## config.mk

```make
export PLATFORM = sky130hd
export DESIGN_NAME = chiptune_apu
export DESIGN_NICKNAME = d
export VERILOG_FILES = /design/src/rtl/chiptune_apu.sv
export SDC_FILE = /design/constraint.sdc
export NUM_CORES = 1
export LEC_CHECK = 0
export ABC_AREA = 1
export BUFFER_PORTS_ARGS = -buffer_cell sky130_fd_sc_hd__clkbuf_2
export CELL_PAD_IN_SITES_DETAIL_PLACEMENT = 0
export CELL_PAD_IN_SITES_GLOBAL_PLACEMENT = 1
export CORE_ASPECT_RATIO = 1.2
export CORE_UTILIZATION = 45
export CTS_CLUSTER_DIAMETER = 60
export CTS_CLUSTER_SIZE = 10
export DETAILED_ROUTE_END_ITERATION = 8
export GPL_ROUTABILITY_DRIVEN = 1
export MAX_ROUTING_LAYER = met4
export PLACE_DENSITY = 0.83
export SLEW_MARGIN = 10
export SYNTH_ARGS = -nofsm -noshare
export SYNTH_HDL_FRONTEND = slang
export SYNTH_SLANG_ARGS = --single-unit
```

## constraint.sdc

```tcl
create_clock -name clk -period 2.9 [get_ports clk]
set_clock_uncertainty 0.15 [all_clocks]
set_input_delay 0.145 -clock clk [delete_from_list [all_inputs] [get_ports clk]]
set_output_delay 0.145 -clock clk [all_outputs]
set_load 0.1 [all_outputs]
```

## src/rtl/chiptune_apu.sv

```systemverilog
// rtl/chiptune_apu.sv - NES-style multi-channel pulse APU with frame sequencer and saturating mixer
// Optional sweep units are built when CHIPTUNE_SWEEP_EN is defined.
module chiptune_apu #(
  parameter int NUM_CH    = 2,
  parameter int DAC_W     = 6,
  parameter int FRAME_DIV = 20
) (
  input  logic              clk,
  input  logic              rst,
  input  logic              wr_en,
  input  logic [1:0]        wr_ch,
  input  logic [1:0]        wr_reg,
  input  logic [7:0]        wr_data,
  output logic [DAC_W-1:0]  dac,
  output logic [NUM_CH-1:0] ch_active
);
  localparam int SUM_W   = 4 + $clog2(NUM_CH) + 1;
  localparam int FC_W    = $clog2(FRAME_DIV + 1);
  localparam int DAC_MAX = (1 << DAC_W) - 1;

  logic [7:0]        ctrl      [NUM_CH];
  logic [10:0]       period    [NUM_CH];
  logic [10:0]       timer     [NUM_CH];
  logic [2:0]        step      [NUM_CH];
  logic [5:0]        length    [NUM_CH];
  logic              env_start [NUM_CH];
  logic [3:0]        env_div   [NUM_CH];
  logic [3:0]        decay     [NUM_CH];
  logic [3:0]        ch_val    [NUM_CH];
  logic [NUM_CH-1:0] mute;
`ifdef CHIPTUNE_SWEEP_EN
  logic [7:0]        sweep     [NUM_CH];
  logic [2:0]        sw_div    [NUM_CH];
  logic              sw_reload [NUM_CH];
  logic [11:0]       target    [NUM_CH];
`endif

  logic [FC_W-1:0]   frame_cnt;
  logic              half_tgl;
  logic              qtr;
  logic              half;
  logic [SUM_W-1:0]  sum;

  assign qtr  = (frame_cnt == FC_W'(FRAME_DIV - 1));
  assign half = qtr & half_tgl;

  // Step 0 is the leftmost (MSB) entry of each pattern.
  function automatic logic duty_bit(input logic [1:0] duty, input logic [2:0] idx);
    logic [7:0] pat;
    case (duty)
      2'd0:    pat = 8'b0100_0000;
      2'd1:    pat = 8'b0110_0000;
      2'd2:    pat = 8'b0111_1000;
      default: pat = 8'b1001_1111;
    endcase
    return pat[3'd7 - idx];
  endfunction

  always_comb begin
    sum = '0;
    for (int i = 0; i < NUM_CH; i++) begin
`ifdef CHIPTUNE_SWEEP_EN
      // Negate is ones'-complement, matching the first pulse channel of the original part.
      target[i] = sweep[i][3]
                ? {1'b0, period[i]} - ({1'b0, period[i]} >> sweep[i][2:0]) - 12'd1
                : {1'b0, period[i]} + ({1'b0, period[i]} >> sweep[i][2:0]);
      mute[i]   = (target[i] > 12'h7FF) || (period[i] < 11'd8);
`else
      mute[i]   = (period[i] < 11'd8);
`endif
      ch_val[i] = '0;
      if (duty_bit(ctrl[i][7:6], step[i]) && (length[i] != 6'd0) && !mute[i])
        ch_val[i] = ctrl[i][4] ? ctrl[i][3:0] : decay[i];
      sum = sum + SUM_W'(ch_val[i]);
    end
  end

  always_ff @(posedge clk) begin
    if (rst) begin
      frame_cnt <= '0;
      half_tgl  <= 1'b0;
      dac       <= '0;
      ch_active <= '0;
      for (int i = 0; i < NUM_CH; i++) begin
        ctrl[i]      <= '0;
        period[i]    <= '0;
        timer[i]     <= '0;
        step[i]      <= '0;
        length[i]    <= '0;
        env_start[i] <= 1'b0;
        env_div[i]   <= '0;
        decay[i]     <= '0;
`ifdef CHIPTUNE_SWEEP_EN
        sweep[i]     <= '0;
        sw_div[i]    <= '0;
        sw_reload[i] <= 1'b0;
`endif
      end
    end else begin
      frame_cnt <= qtr ? '0 : frame_cnt + FC_W'(1);
      if (qtr)
        half_tgl <= ~half_tgl;

      for (int i = 0; i < NUM_CH; i++) begin
        if (timer[i] == 11'd0) begin
          timer[i] <= period[i];
          step[i]  <= step[i] + 3'd1;
        end else begin
          timer[i] <= timer[i] - 11'd1;
        end

        if (qtr) begin
          if (env_start[i]) begin
            decay[i]     <= 4'd15;
            env_div[i]   <= ctrl[i][3:0];
            env_start[i] <= 1'b0;
          end else if (env_div[i] == 4'd0) begin
            env_div[i] <= ctrl[i][3:0];
            if (decay[i] != 4'd0)
              decay[i] <= decay[i] - 4'd1;
            else if (ctrl[i][5])
              decay[i] <= 4'd15;
          end else begin
            env_div[i] <= env_div[i] - 4'd1;
          end
        end

        if (half && (length[i] != 6'd0) && !ctrl[i][5])
          length[i] <= length[i] - 6'd1;

`ifdef CHIPTUNE_SWEEP_EN
        if (half) begin
          if ((sw_div[i] == 3'd0) && sweep[i][7] && (sweep[i][2:0] != 3'd0) && !mute[i])
            period[i] <= target[i][10:0];
          if ((sw_div[i] == 3'd0) || sw_reload[i]) begin
            sw_div[i]    <= sweep[i][6:4];
            sw_reload[i] <= 1'b0;
          end else begin
            sw_div[i] <= sw_div[i] - 3'd1;
          end
        end
`endif

        // Register writes come last so a reload beats any tick on the same edge.
        if (wr_en && (int'(wr_ch) == i)) begin
          case (wr_reg)
            2'd0: ctrl[i] <= wr_data;
            2'd1: begin
`ifdef CHIPTUNE_SWEEP_EN
              sweep[i]     <= wr_data;
              sw_reload[i] <= 1'b1;
`endif
            end
            2'd2: period[i][7:0] <= wr_data;
            default: begin
              period[i][10:8] <= wr_data[2:0];
              length[i]       <= {wr_data[7:3], 1'b1};
              step[i]         <= 3'd0;
              timer[i]        <= {wr_data[2:0], period[i][7:0]};
              env_start[i]    <= 1'b1;
            end
          endcase
        end

        ch_active[i] <= (length[i] != 6'd0);
      end

      dac <= (int'(sum) > DAC_MAX) ? DAC_W'(DAC_MAX) : DAC_W'(sum);
    end
  end
endmodule

```

==> reports/metrics.csv <==
metric,value,unit
Post-CTS Hold Buffers,2,
Clock Latency Late Sink,0.35,ns
drt pass-1 iters,4,
Comb pwr share,0.112,
Compound-Gate Fraction of Synth Area,0.0713,
"EDFF count, synth",91,
GRT overflow,0,
chip width,108,microns
cells along the critical path,"inv_1, ha_1, or2_2, nand3_1, nand3_1, nand3_1, nor2_1, inv_1, nor2_1, ha_1, inv_1, fa_1, o21ai_0, a21oi_1, nor2_1",
CP Max Fanout,3,
buffers and inverters on the worst path,3,
Final ANT Viol Nets,0,
Clock transition at path regs,0.07,ns
share of the yosys chip area belonging to registers,0.511,
cell row count,46,
# DRC,0,
ys async rst share,0,
Post-DP HPWL,9700,microns
fmax,398,MHz
initial antenna violation count,0,
Seq pwr share,0.537,
GR Util All Layers,0.200,
Clk pwr share,0.351,
CP Class,register to register,
Final period util,0.867,
Int Pwr,0.00256,W
Die ar.,0.0139,sq mm
Pleak,2.99,nW
setup bufs post-CTS,0,
initial core utilization,0.460,
Layout area overhead,10.6,%
Root Buffer,clkbuf_16,
first-pass GRT wire length,20500,microns
Period minus WS final,2.52,ns
family with the most delay on the worst path,adder cells,
placed cell count,873,
setup slack at placement,0.400,ns
worst-margin pin slew,1.12,ns
TNS Setup,0,ns
DR vias,4404,
R2R setup slack,0.38,ns
switch share,0.259,
ys flop type,edfxtp_1,
Syn. warnings,0,
Max Slew Vio Count,0,
Arrival @ worst endpoint,2.65,ns
Mapped Area,0.00606,sq mm
max-cap violations,0,
Synth Area in Simple Gates,0.256,
status,"complete, no violations",
maximum vdd ir drop,292,uV
number of buffers added on ports,21,
pin count of the biggest net entering global routing,35,
smallest hold slack,0.0174,ns
Filler cells,1230,
CTS H-tree depth,3,
Fin. Hold Viols,0,
# IOs,23,
register area,0.00309,sq mm
Starting DRT DRC Count,284,
cells after synthesis,672,
Final #Nets,756,
DRT Wirelength,12600,microns
endpoints failing setup,0,
RSZ-0062 raised after global routing,no,
footprint of the multi-input gates,0.00259,sq mm
clk buf depth,2,
Min-Delay Path Class,input pin to register,
Core Box Area,0.0132,sq mm
via-per-instance ratio,4.94,
diodes inserted,0,
"Avg Cell Area, Syn",9.02,sq um
Max stage delay on crit path,0.43,ns
CP endpoint kind,register,
largest family of logic cells by synthesized area,simple AND/OR/NAND/NOR gates,
CP Data Required Time,3.04,ns
layout cells sized above 1,0.134,
GPL Wtd Cong,0.867,
Critical Path Start Type,register,
vias in the first global route,4299,
synth unique cells,43,
Crit-path slowest cell,edfxtp_1,
switching pwr,0.000894,W
TritonCTS clock tree,built,
adder-cell area share of the yosys netlist,0.0487,
Power Density,516,mW/mm^2
multiplexer area fraction after synthesis,0,
Yosys reg bits,109,
Layout Cells excl Fill,891,
Die H,129,microns
Synth Area in XOR/XNOR,0.0361,
Max transition margin,0.248,
post-CTS sizing,0,
clock sinks,109,
drt wl/cell,14.2,microns
total CTS buffers,9,
final worst slack,0.385,ns
kinds of logic (layout without fill, tap and decap cells):
family	count (synthesis)	in the layout
buffers and inverters	112	142
AND/OR/NAND/NOR	326	326
XOR/XNOR	25	25
flip-flops	109	109
other	2	23
adder cells (fa/ha/maj)	23	23
AO/OA/AOI/OAI	75	75
power by group through the flow:
| stage | clock [W] | sequential, W | combinational (W) |
|---|---|---|---|
| 2_1_floorplan | 0 | 0.00191 | 0.000262 |
| 6_report | 0.00121 | 0.00186 | 0.000388 |
| 3_3_place_gp | 0 | 0.00189 | 0.000375 |
| 3_5_place_dp | 0 | 0.00189 | 0.000385 |
| 5_1_grt | 0.00129 | 0.00187 | 0.000440 |
| 4_1_cts | 0.00124 | 0.00186 | 0.000390 |
metrics by stage:
| step | total power, W | utilization | area, sq um |
|---|---|---|---|
| CTS | 0.00348 | 0.508 | 6690 |
| floorplan | 0.00218 | - | 6140 |
| global placement | 0.00226 | 0.485 | 6390 |
| global route | 0.00360 | 0.508 | 6700 |
| detailed placement | 0.00228 | 0.485 | 6390 |
| finish | 0.00346 | 0.508 | 6700 |
per-layer routing:
layer	track usage	vias to the layer above	share of wire
met3	0.0342	15	0.029
met5	-	-	0
met1	0.237	2061	0.44
met4	0.0669	0	0.016
li1	-	2259	-
met2	0.344	69	0.52
Yosys cell counts, types with 2 or more instances:
cell type	instances	area, sq um
o22ai_1	2	12.5
or2_2	2	12.5
nor2_4	7	78.8
nor2_1	108	405
a21oi_1	24	120
o22ai_2	3	37.5
o21ai_0	28	140
ha_1	22	275
buf_4	3	22.5
o21ai_1	11	55.1
xnor2_1	11	96.3
buf_2	2	10.0
conb_1	2	7.51
dfxtp_1	18	360
nor3_1	4	20.0
nand3_4	4	70.1
nand2_1	121	454
buf_1	2	7.51
nand3_2	2	20.0
nand3_1	35	175
inv_2	11	41.3
nand2_4	3	33.8
buf_6	3	33.8
o31ai_1	3	22.5
nand2_2	12	75.1
inv_1	90	338
nor2_2	9	56.3
xor2_1	14	123
edfxtp_1	91	2730
nand4_1	12	75.1
flip-flops by register name (all words and copies together) (netlist names):
signal     count
period        22
timer         22
ctrl          16
length        12
decay          8
env_div        8
step           6
dac            5
frame_cnt      5
ch_active      2
env_start      2
half_tgl       1
worst paths after layout:
| kind | start | endpoint | cells past startpoint |
|---|---|---|---|
| max reg2reg | ctrl[0][14] | dac[4] | 15 |
| min reg2reg | frame_cnt[0] | frame_cnt[0] | 1 |
| max | ctrl[0][14] | dac[4] | 15 |
| min | rst | dac[1] | 2 |
layout by cell type (no fill, tap or decap), types with 12 or more instances in the layout:
cell      count
conb_1       23
o21ai_0      28
ha_1         22
clkbuf_2     21
edfxtp_1     91
dfxtp_1      18
xor2_1       14
nand2_2      12
nand3_1      35
inv_1        90
nand2_1     121
nand4_1      12
nor2_1      108
a21oi_1      24
cell type report:
class / instances / area share
sequential: 109 / 0.462
multi-input combinational: 472 / 0.387
inverter: 102 / 0.0575
clock buffer: 13 / 0.0403
tap: 168 / 0.0314
timing repair buffer: 24 / 0.0198
clock inverter: 3 / 0.00261
worst reg2reg max path, delay by kind of cell, from the launching register on:
family	cells	cell delay (ns)
simple gates	7	0.68
compound gates	2	0.26
fa+ha+maj	3	0.72
buf+inv	3	0.24
flops	1	0.43
Note: power is estimated with default switching activity, not from simulation.
